[config.mk]
export PLATFORM = sky130hd
export DESIGN_NAME = cardinal_nic
export DESIGN_NICKNAME = d
export VERILOG_FILES = /design/src/rtl/cardinal_nic_pkg.sv /design/src/rtl/nic_chan_buf.sv /design/src/rtl/cardinal_nic.sv
export SDC_FILE = /design/constraint.sdc
export NUM_CORES = 1
export LEC_CHECK = 0
export ABC_AREA = 0
export BUFFER_PORTS_ARGS = -buffer_cell sky130_fd_sc_hd__buf_2
export CAP_MARGIN = 20
export CELL_PAD_IN_SITES_DETAIL_PLACEMENT = 0
export CELL_PAD_IN_SITES_GLOBAL_PLACEMENT = 1
export CORE_MARGIN = 1
export CORE_UTILIZATION = 36
export CTS_CLUSTER_SIZE = 10
export DETAILED_ROUTE_END_ITERATION = 16
export GPL_ROUTABILITY_DRIVEN = 0
export HOLD_SLACK_MARGIN = 0.1
export PLACE_DENSITY_LB_ADDON = 0.25
export SLEW_MARGIN = 20
export SYNTH_ARGS = -nofsm -noshare
export SYNTH_HDL_FRONTEND = slang
export SYNTH_SLANG_ARGS = --single-unit
[constraint.sdc]
create_clock -name clk -period 2.2 [get_ports clk]
set_clock_uncertainty 0.2 [all_clocks]
set_input_delay 0.66 -clock clk [delete_from_list [all_inputs] [get_ports clk]]
set_output_delay 0.66 -clock clk [all_outputs]
set_load 0.02 [all_outputs]
[src/rtl/cardinal_nic_pkg.sv]
// cardinal_nic_pkg: register addresses, packet width and VC bit default for the cardinal NIC
package cardinal_nic_pkg;
    localparam int PKT_W = 64;
    localparam int VC_BIT_DEF = 0;
    localparam logic [0:1] NIC_IN_BUF   = 2'b00;
    localparam logic [0:1] NIC_IN_STAT  = 2'b01;
    localparam logic [0:1] NIC_OUT_BUF  = 2'b10;
    localparam logic [0:1] NIC_OUT_STAT = 2'b11;
endpackage

[src/rtl/nic_chan_buf.sv]
// nic_chan_buf: one packet buffer with a full flag; loads are taken only while empty
module nic_chan_buf
    import cardinal_nic_pkg::*;
(
    input  logic             clk,
    input  logic             reset,
    input  logic             load,
    input  logic             clear,
    input  logic [0:PKT_W-1] d,
    output logic [0:PKT_W-1] q,
    output logic             full
);
    logic take;
    assign take = load && !full;
    // capture a packet when empty; a clear only empties a buffer that was already full
    always_ff @(posedge clk) begin
        if (reset) begin
            q    <= '0;
            full <= 1'b0;
        end else begin
            if (take) q <= d;
            full <= take || (full && !clear);
        end
    end
endmodule

[src/rtl/cardinal_nic.sv]
// cardinal_nic: CPU-facing NIC with in/out packet buffers; optional counters via CARDINAL_NIC_PKT_CNT_EN
module cardinal_nic
    import cardinal_nic_pkg::*;
#(
    parameter int ACC_CYCLES = 2,
    parameter int VC_BIT     = VC_BIT_DEF
) (
    input  logic             clk,
    input  logic             reset,
    input  logic [0:1]       addr,
    input  logic [0:PKT_W-1] d_in,
    output logic [0:PKT_W-1] d_out,
    input  logic             nicEn,
    input  logic             nicWrEn,
    input  logic             net_si,
    output logic             net_ri,
    input  logic [0:PKT_W-1] net_di,
    output logic             net_so,
    input  logic             net_ro,
    output logic [0:PKT_W-1] net_do,
    input  logic             net_polarity
);
    logic [1:0]       phase;
    logic             exec, ld, st, ics, ocs;
    logic [0:PKT_W-1] icb, ocb, in_stat, out_stat;

    assign exec = nicEn && phase == 2'd0;
    assign ld   = exec && !nicWrEn;
    assign st   = exec && nicWrEn;

    // count cycles of a held access so each LD/SD executes exactly once
    always_ff @(posedge clk) begin
        if (reset || !nicEn) phase <= 2'd0;
        else phase <= (phase == 2'(ACC_CYCLES - 1)) ? 2'd0 : phase + 2'd1;
    end

    nic_chan_buf u_in (
        .clk   (clk),
        .reset (reset),
        .load  (net_si),
        .clear (ld && addr == NIC_IN_BUF),
        .d     (net_di),
        .q     (icb),
        .full  (ics)
    );

    nic_chan_buf u_out (
        .clk   (clk),
        .reset (reset),
        .load  (st && addr == NIC_OUT_BUF),
        .clear (net_so),
        .d     (d_in),
        .q     (ocb),
        .full  (ocs)
    );

    assign net_ri = !ics;
    assign net_do = ocb;
    assign net_so = ocs && net_ro && (ocb[VC_BIT] != net_polarity);

`ifdef CARDINAL_NIC_PKT_CNT_EN
    logic [31:0] rx_cnt, tx_cnt;
    // tally accepted inbound packets and completed sends, wrapping at 2^32
    always_ff @(posedge clk) begin
        if (reset) begin
            rx_cnt <= '0;
            tx_cnt <= '0;
        end else begin
            if (net_si && !ics) rx_cnt <= rx_cnt + 32'd1;
            if (net_so) tx_cnt <= tx_cnt + 32'd1;
        end
    end
    assign in_stat  = {rx_cnt, 31'b0, ics};
    assign out_stat = {tx_cnt, 31'b0, ocs};
`else
    assign in_stat  = {63'b0, ics};
    assign out_stat = {63'b0, ocs};
`endif

    // registered load data, held until the next executing load
    always_ff @(posedge clk) begin
        if (reset) d_out <= '0;
        else if (ld) d_out <= addr == NIC_IN_BUF  ? icb :
                              addr == NIC_IN_STAT ? in_stat :
                              addr == NIC_OUT_BUF ? ocb : out_stat;
    end
endmodule

After elaboration in Yosys (flattened, before gate mapping) --
Cells that the tools add are included.
Word-level totals: register bits after elaboration 196, word-level logic and storage cells 37, input port bits 137, output and inout port bits 130
Cells by class: reductions and logical operators 23, $add $sub $neg 1, muxes and demuxes 3, equality and inequality tests 4
Operators by type and width (number):
- 64-bit 2-to-1 mux | 3
- 1-bit logical AND | 11
- 1-bit zero test | 6
- 2-bit by 1-bit equality test with 1-bit output (second input constant) | 2
- 2-bit zero test | 2
- 1-bit logical OR | 3
- 2-bit by 1-bit adder with 2-bit output (second input constant) | 1
- 2-bit equality test (second input constant) | 1
- 2-bit OR reduction | 1
- 1-bit != test | 1

Logic depth before layout (Yosys ltp) --
Gate-level depths: netlist (run 1).
depth in word-level cells 7, mapped depth 8, mapped depth without buffers 5

By module --
Synthesis (run 1) repeated with hierarchy kept, for this count alone.
Unflattened totals: cell total of the unflattened synthesis 968, area total of the unflattened synthesis 8872.3 sq um
By module, submodules not included:
- nic_chan_buf | instances 2, cells each 295, area each 2956.6 sq um, sequential area each 1301.2 sq um
- cardinal_nic | instances 1, cells each 378, area each 2959.1 sq um, sequential area each 1321.3 sq um

Least setup slack after synthesis (run 1) --
OpenSTA, ideal clock, no wires.
path type input to register, start input port reset, end register d_out[37] in the netlist's numbering, cell stages on the path 6, data arrival time 1.836 ns, setup time 0.059 ns, buffers on the path 3, slack 0.104 ns, required time 1.941 ns, cell sequence buf_6 or3b_4 nor4b_4 buf_4 buf_6 a221o_1
RTL lines:
- from (decl) | line cardinal_nic.sv:9 | input logic reset,
- to (signal assigned) | line cardinal_nic.sv:83 | else if (ld) d_out <= addr == NIC_IN_BUF ? icb :
- to (decl) | line cardinal_nic.sv:12 | output logic [0:PKT_W-1] d_out,

Final worst setup path (run 1) --
start register u_out.q[0] in the netlist's numbering, end output port net_so
On the way: cells in the longest elaborated chain, start to end 2
Ends and longest elaborated chain:
- from (decl) | line nic_chan_buf.sv:10 | output logic [0:PKT_W-1] q,
- from (signal assigned) | line nic_chan_buf.sv:18 | q <= '0;
- from (signal assigned) | line nic_chan_buf.sv:21 | if (take) q <= d;
- 1-bit != test | line cardinal_nic.sv:59 | assign net_so = ocs && net_ro && (ocb[VC_BIT] != net_polarity);
- 1-bit logical AND | line cardinal_nic.sv:59
- to (decl) | line cardinal_nic.sv:18 | output logic net_so,
Every way passes these cells.

==> results_tabular.tex, run 1 <==
\begin{tabular}{lr}
\hline
Metric & Value \\
\hline
\multicolumn{2}{l}{\textbf{Pwr}} \\
\quad Total internal power & 5.80 mW \\
\quad Static leakage & 4.24 nW \\
\quad Power per cell area & 772 nW/um\^{}2 \\
\quad Switching share of total power & 25.4\% \\
\quad NetSw & 1.97 mW \\
\quad Worst supply voltage drop on vdd & 0.000434 V \\
\quad Power share of the sequential group & 47.8\% \\
\quad Part of the power in the clock network & 42.0\% \\
\quad Share of total power in combinational logic & 10.2\% \\
\multicolumn{2}{l}{\textbf{Synth}} \\
\quad Synthesized Nets & 1030 \\
\quad Cells after Synth & 891 \\
\quad Share of synthesized registers carrying an async set or reset & 0\% \\
\quad Portion of the post-synthesis area used by sequential elements & 51.2\% \\
\quad Number of distinct library cells after synthesis & 31 \\
\quad Number of enable-type register cells in the synthesized netlist & 0 \\
\quad Post-synth top flop & sky130\_fd\_sc\_hd\_\_dfxtp\_1 \\
\quad Synth Warn \# & 0 \\
\quad Average cell area after synthesis & 8.60 sq um \\
\quad Synth area leader & sky130\_fd\_sc\_hd\_\_dfxtp\_1 \\
\quad Top-area cell type share of the netlist area & 51.2\% \\
\quad Top cells by area, synth & sky130\_fd\_sc\_hd\_\_dfxtp\_1, sky130\_fd\_sc\_hd\_\_a21oi\_1, sky130\_fd\_sc\_hd\_\_nand2\_1, sky130\_fd\_sc\_hd\_\_mux2i\_1, sky130\_fd\_sc\_hd\_\_nand3\_1 \\
\quad Flip-flop and latch count after synthesis & 196 \\
\quad Cell area after synthesis & 7660 sq um \\
\multicolumn{2}{l}{\textbf{Worst setup path}} \\
\quad CP Max Fanout & 2 \\
\quad Kind of start point of the critical path & flop \\
\quad Number of buffers and inverters on the critical path & 2 \\
\quad Family with the most delay on the worst path & flip-flops \\
\quad Worst-path cell with the longest stage delay & sky130\_fd\_sc\_hd\_\_dfxtp\_2 \\
\quad WP data arrival & 1.37 ns \\
\quad Data required time of the critical path & 1.34 ns \\
\quad Ordered list of cells on the worst path & xor2\_2 > buf\_4 > and3\_4 > buf\_6 \\
\quad Startpoint-to-endpoint class of the critical path & reg -> out \\
\quad Critical path's largest stage delay & 0.34 ns \\
\quad Crit. End Element & output port \\
\multicolumn{2}{l}{\textbf{Drt}} \\
\quad DR iter-0 viols & 339 \\
\quad Routed WL per cell & 17.5 microns \\
\quad Drt via density & 5.07 \\
\quad Total via count after detailed routing & 7154 \\
\quad DRC viols & 0 \\
\quad Routed wire length & 24700 microns \\
\quad Remaining number of nets flagged by the antenna check after routing & 0 \\
\quad 1st-pass router iterations & 4 \\
\multicolumn{2}{l}{\textbf{STA}} \\
\quad Setup TNS Final & -0.0254 ns \\
\quad Pin slew with the least headroom to its limit & 0.435 ns \\
\quad RSZ-0062 raised after global routing & true \\
\quad Worst hold slack & 0.249 ns \\
\quad Minimum setup slack in the final design & -0.0254 ns \\
\quad Fin. Hold Viols & 0 \\
\quad Crit path time final & 2.23 ns \\
\quad \# setup viols final & 1 \\
\quad Final clock period utilization by the worst path & 101\% \\
\quad Max-slew headroom & 71.0\% \\
\quad Max Transition Viols Final & 0 \\
\quad Top achievable clock speed & 0.449 GHz \\
\multicolumn{2}{l}{\textbf{Global routing}} \\
\quad Total routing usage reported by global routing & 22.7\% \\
\quad Maximum number of pins on one net before global-route repair & 92 \\
\quad Vias in the first global route & 6833 \\
\quad Initial antenna violation count & 2 \\
\quad Leftover overflow at the end of global routing & 0 \\
\quad Global-route wire length before repair & 38300 microns \\
\multicolumn{2}{l}{\textbf{Clock tree}} \\
\quad Clock tree from TritonCTS & built \\
\quad Number of buffers added by the clock tree synthesis step & 17 \\
\quad Root cell of the clock tree & sky130\_fd\_sc\_hd\_\_clkbuf\_16 \\
\quad Insertion delay of the later-clocked pin in the worst-skew pair & 0.43 ns \\
\quad H-tree levels & 4 \\
\quad Setup bufs post-CTS & 0 \\
\quad CTS Sinks & 196 \\
\quad Number of buffers between clock root and the deepest sink & 2 \\
\quad Clock-pin slew of the registers on the worst-case setup and hold paths & 0.07 ns \\
\multicolumn{2}{l}{\textbf{Final layout}} \\
\quad Commonest cells after routing, fill and taps aside & sky130\_fd\_sc\_hd\_\_buf\_2, sky130\_fd\_sc\_hd\_\_dfxtp\_1, sky130\_fd\_sc\_hd\_\_nand2\_1, sky130\_fd\_sc\_hd\_\_a21oi\_1 \\
\quad Most common library cell in the layout ignoring fill and taps & sky130\_fd\_sc\_hd\_\_buf\_2 \\
\quad Total Nets Final & 1260 \\
\quad Cell Count, Final, Fillers Out & 1412 \\
\quad Area grow syn2layout & 31.4\% \\
\quad Fraction of final layout cells sized beyond drive strength 1 & 30.2\% \\
\quad Final core utilization & 48.0\% \\
\multicolumn{2}{l}{\textbf{Floorplan}} \\
\quad Placement row count & 53 \\
\quad Die W & 148 microns \\
\quad Area of the placeable core & 21000 sq um \\
\quad Die outline area & 21900 sq um \\
\quad Effective utilization at floorplan & 36.6\% \\
\quad Vertical die dimension & 148 microns \\
\quad Io pins & 267 \\
\multicolumn{2}{l}{\textbf{Place}} \\
\quad Number of placed cells counting well taps & 1377 \\
\quad Input/output buffers & 266 \\
\quad Half-perimeter wire length after placement & 15900 microns \\
\multicolumn{2}{l}{\textbf{Run}} \\
\quad Max-capacitance violation count & 0 \\
\multicolumn{2}{l}{\textbf{Status}} \\
\quad Status & finished, violations left \\
\quad Violations in the final reports & setup timing \\
\multicolumn{2}{l}{\textbf{Min path}} \\
\quad HP Class & reg -> reg \\
\hline
\end{tabular}
-- logic make-up after synthesis --
kind of cell	share of synthesized area (%)
and+or+nand+nor	19.5
AOI/OAI and AO/OA	19.0
DFF	51.2
buffers and inverters	5.08
muxes	4.74
adders and majority gates	0.327
xor gates and xnor gates	0.114
-- layer usage --
metal,track usage [%],part of all wire [%]
met5,0,0
met3,4.10,5.0
met4,6.80,1.3
met2,37.2,47
met1,30.2,46
-- tightest hold or removal path, delay by kind of cell (launching register included) --
kind	cells	cell delay [ns]
DFF	1	0.31
and+or+nand+nor	1	0.05
AOI/OAI and AO/OA	1	0.05
-- timing repair --
item | in CTS | in global routing
hold buffers | 0 | 0
pin swaps | 2 | 1
endpoints found under the setup margin | 1 | 1
resized for setup | 4 | 1
-- power groups by stage --
stage / registers, mW / logic (mW) / clock network (mW)
after floorplan: 3.82 / 0.385 / 0
after global placement: 3.79 / 0.792 / 0
after detailed placement: 3.79 / 0.797 / 0
after CTS: 3.71 / 0.798 / 3.34
after global routing: 3.72 / 0.867 / 3.47
final: 3.71 / 0.789 / 3.27
-- Yosys cell counts, types with 5 or more instances --
master / instances
sky130_fd_sc_hd__dfxtp_1: 196
sky130_fd_sc_hd__mux2i_1: 34
sky130_fd_sc_hd__o21ai_0: 64
sky130_fd_sc_hd__or3_1: 34
sky130_fd_sc_hd__nand2_1: 164
sky130_fd_sc_hd__buf_1: 9
sky130_fd_sc_hd__buf_2: 11
sky130_fd_sc_hd__clkbuf_1: 61
sky130_fd_sc_hd__nor3b_1: 29
sky130_fd_sc_hd__nand3_1: 64
sky130_fd_sc_hd__a21oi_1: 164
sky130_fd_sc_hd__buf_4: 5
sky130_fd_sc_hd__a221o_1: 29
-- layout make-up --
cell class / count / area [sq um]
Antenna cell: 3 / 7.51
Clock buffer: 19 / 443
Clock inverter: 13 / 171
Fill cell: 2111 / 10900
Inverter: 3 / 11.3
Multi-Input combinational cell: 604 / 3380
Sequential cell: 196 / 3930
Tap cell: 275 / 344
Timing Repair Buffer: 299 / 1780
-- stage by stage --
| stage | setup slack [ns] | total power [mW] | cell area, sq um |
|---|---|---|---|
| 5_1_grt | -0.0936 | 8.06 | 10100 |
| 3_3_place_gp | -0.0952 | 4.58 | 9420 |
| 2_1_floorplan | 0.104 | 4.21 | 7660 |
| 3_5_place_dp | -0.112 | 4.59 | 9420 |
| 4_1_cts | -0.0763 | 7.85 | 10000 |
| 6_report | -0.0254 | 7.77 | 10100 |
-- sequential cells by signal, summed over array words and instances (netlist names) --
signal,flops
d_out,64
phase,2
u_in.full,1
u_in.q,64
u_out.full,1
u_out.q,64
-- final timing paths --
check / from / end / slack [ns] / cells past startpoint
hold reg to reg: d_out[12]$_SDFFE_PP0P_ / d_out[12]$_SDFFE_PP0P_ / 0.25 / 2
setup reg to reg: phase[0]$_SDFF_PP0_ / d_out[7]$_SDFFE_PP0P_ / 0.30 / 6
setup / recovery: u_out.q[0]$_SDFFE_PP0P_ / net_so / -0.03 / 4
hold / removal: d_out[12]$_SDFFE_PP0P_ / d_out[12]$_SDFFE_PP0P_ / 0.25 / 2
Power figures use the tool's default switching activity.
==> inputs of run 2 (changes only) <==
--- a/config.mk
+++ b/config.mk
@@ -10,7 +10,8 @@
 export CAP_MARGIN = 20
 export CELL_PAD_IN_SITES_DETAIL_PLACEMENT = 0
 export CELL_PAD_IN_SITES_GLOBAL_PLACEMENT = 1
-export CORE_MARGIN = 1
+export CORE_ASPECT_RATIO = 1.2
+export CORE_MARGIN = 10
 export CORE_UTILIZATION = 36
 export CTS_CLUSTER_SIZE = 10
 export DETAILED_ROUTE_END_ITERATION = 16
==> results_tabular.tex, run 2 (synthesis gave the netlist of run 1 again) <==
\begin{tabular}{lr}
\hline
Metric & Value \\
\hline
\multicolumn{2}{l}{\textbf{Clock tree}} \\
\quad Number of buffers between clock root and the deepest sink & 2 \\
\quad Clock tree from TritonCTS & built \\
\quad Setup bufs post-CTS & 0 \\
\quad Clock-pin slew of the registers on the worst-case setup and hold paths & 0.07 ns \\
\quad Insertion delay of the later-clocked pin in the worst-skew pair & 0.43 ns \\
\quad Root cell of the clock tree & sky130\_fd\_sc\_hd\_\_clkbuf\_16 \\
\quad Number of buffers added by the clock tree synthesis step & 17 \\
\quad CTS Sinks & 196 \\
\quad H-tree levels & 4 \\
\multicolumn{2}{l}{\textbf{Worst setup path}} \\
\quad CP Max Fanout & 2 \\
\quad Worst-path cell with the longest stage delay & sky130\_fd\_sc\_hd\_\_xor2\_2 \\
\quad Critical path's largest stage delay & 0.17 ns \\
\quad Launching element of the worst setup path & net\_polarity \\
\quad WP data arrival & 1.27 ns \\
\quad Ordered list of cells on the worst path & buf\_2 > xor2\_2 > and3\_1 > buf\_4 \\
\quad Startpoint-to-endpoint class of the critical path & in -> out \\
\quad Crit. End Element & output port \\
\quad Crit Reg-Reg Startpoint & phase[0]\$\_SDFF\_PP0\_ \\
\quad Data required time of the critical path & 1.34 ns \\
\quad Kind of start point of the critical path & input port \\
\multicolumn{2}{l}{\textbf{Place}} \\
\quad Input/output buffers & 266 \\
\quad Half-perimeter wire length after placement & 18900 microns \\
\quad Standard cell area after detailed placement & 9380 sq um \\
\quad Placement-stage worst setup slack & 0.00678 ns \\
\multicolumn{2}{l}{\textbf{Drt}} \\
\quad Routed wire length & 27000 microns \\
\quad Drt via density & 5.10 \\
\quad Routed WL per cell & 19.2 microns \\
\quad Routed length on met1 & 11600 microns \\
\quad Top layer reached by signal wires & met5 \\
\quad Total via count after detailed routing & 7165 \\
\quad DRC viols & 0 \\
\quad DR iter-0 viols & 307 \\
\quad Met3 wire len & 1740 microns \\
\quad Met2 wire length & 13200 microns \\
\quad 1st-pass router iterations & 5 \\
\quad Remaining number of nets flagged by the antenna check after routing & 0 \\
\multicolumn{2}{l}{\textbf{Pwr}} \\
\quad Power Total & 7.69 mW \\
\quad Static leakage & 4.22 nW \\
\quad Power per cell area & 768 nW/um\^{}2 \\
\quad Worst supply voltage drop on vdd & 0.000553 V \\
\multicolumn{2}{l}{\textbf{Final layout}} \\
\quad Most common library cell in the layout ignoring fill and taps & sky130\_fd\_sc\_hd\_\_buf\_2 \\
\quad Fraction of final layout cells sized beyond drive strength 1 & 30.0\% \\
\quad Largest registers ranked by flip-flop count & d\_out: 64 flops, u\_in.q: 64 flops, u\_out.q: 64 flops \\
\quad Total Nets Final & 1259 \\
\quad Layout Cell Area excl Fill & 10000 sq um \\
\quad Commonest cells after routing, fill and taps aside & sky130\_fd\_sc\_hd\_\_buf\_2, sky130\_fd\_sc\_hd\_\_dfxtp\_1, sky130\_fd\_sc\_hd\_\_nand2\_1, sky130\_fd\_sc\_hd\_\_a21oi\_1 \\
\quad Area grow syn2layout & 30.6\% \\
\multicolumn{2}{l}{\textbf{Floorplan}} \\
\quad Placement row count & 58 \\
\quad Die W & 153 microns \\
\quad Vertical die dimension & 180 microns \\
\quad Die outline area & 27500 sq um \\
\quad Effective utilization at floorplan & 36.5\% \\
\quad Area of the placeable core & 21000 sq um \\
\quad Io pins & 267 \\
\multicolumn{2}{l}{\textbf{Global routing}} \\
\quad Total routing usage reported by global routing & 19.0\% \\
\quad Global-route wire length before repair & 42200 microns \\
\quad Vias in the first global route & 7229 \\
\quad Leftover overflow at the end of global routing & 0 \\
\quad Maximum number of pins on one net before global-route repair & 149 \\
\quad Initial antenna violation count & 4 \\
\multicolumn{2}{l}{\textbf{Status}} \\
\quad Status & complete, no violations \\
\multicolumn{2}{l}{\textbf{Run}} \\
\quad Max-capacitance violation count & 0 \\
\multicolumn{2}{l}{\textbf{STA}} \\
\quad Minimum setup slack in the final design & 0.0733 ns \\
\quad Final clock period utilization by the worst path & 96.7\% \\
\quad Pin slew with the least headroom to its limit & 0.755 ns \\
\quad Setup TNS Final & 0 ns \\
\quad RSZ-0062 raised after global routing & false \\
\quad Max Transition Viols Final & 0 \\
\quad Fin. Hold Viols & 0 \\
\quad Top achievable clock speed & 0.470 GHz \\
\quad \# setup viols final & 0 \\
\quad Max-slew headroom & 49.7\% \\
\quad Crit path time final & 2.13 ns \\
\multicolumn{2}{l}{\textbf{Min path}} \\
\quad Source of the worst hold timing path & d\_out[46]\$\_SDFFE\_PP0P\_ \\
\quad HP Class & reg -> reg \\
\hline
\end{tabular}
## run 2: cell count changes in the layout (fill, tap and decap cells not counted), sizes merged
cell | before | now
clkinvlp | 4 | 3
buf | 299 | 298
inv | 7 | 8
clkbuf | 19 | 20
bufinv | 3 | 2
## run 2: area by class of cell
class                      instances  area [sq um]
timing repair buffer             298          1740
multi-input combinational        604          3380
inverter                           3          11.3
antenna                            3          7.51
tap                              270           338
fill                            2148         11000
sequential                       196          3930
clock inverter                    12           143
clock buffer                      20           457
## run 2: final timing paths
path                            end  slack (ns)  depth (start not counted)
max                          net_so        0.07                          4
min          d_out[46]$_SDFFE_PP0P_        0.25                          2
max reg2reg  d_out[20]$_SDFFE_PP0P_        0.27                          7
min reg2reg  d_out[46]$_SDFFE_PP0P_        0.25                          2
## run 2: stage by stage
stage / hold slack [ns] / cells / utilization, %
global route: 0.247 / 1405 / 47.7
floorplan: 0.228 / 891 / -
finish: 0.248 / 1406 / 47.7
detailed placement: 0.240 / 1371 / 44.7
global placement: 0.235 / 1371 / 44.7
CTS: 0.242 / 1403 / 47.6
## run 2: timing repair
item,CTS,global route
pin swaps,0,1
hold buffers,0,0
endpoints found under the setup margin,1,1
gates resized for setup,1,3
## run 2: routing by layer
layer | global-route usage [%] | vias to the layer above
li1 | - | 3570
met1 | 23.0 | 3369
met2 | 31.5 | 197
met3 | 5.42 | 27
met4 | 6.53 | 2
met5 | 0 | -
## run 2: critical path, delay by kind of cell
family,cells,cell delay [ns]
XOR/XNOR,1,0.17
buffers and inverters,2,0.26
AND/OR/NAND/NOR,1,0.17
## run 2: power breakdown
group | leakage (nW) | internal, mW | total (mW) | switching (mW)
registers | 1.59 | 3.65 | 3.71 | 0.0603
logic | 2.35 | 0.295 | 0.787 | 0.491
clock network | 0.286 | 1.76 | 3.19 | 1.42
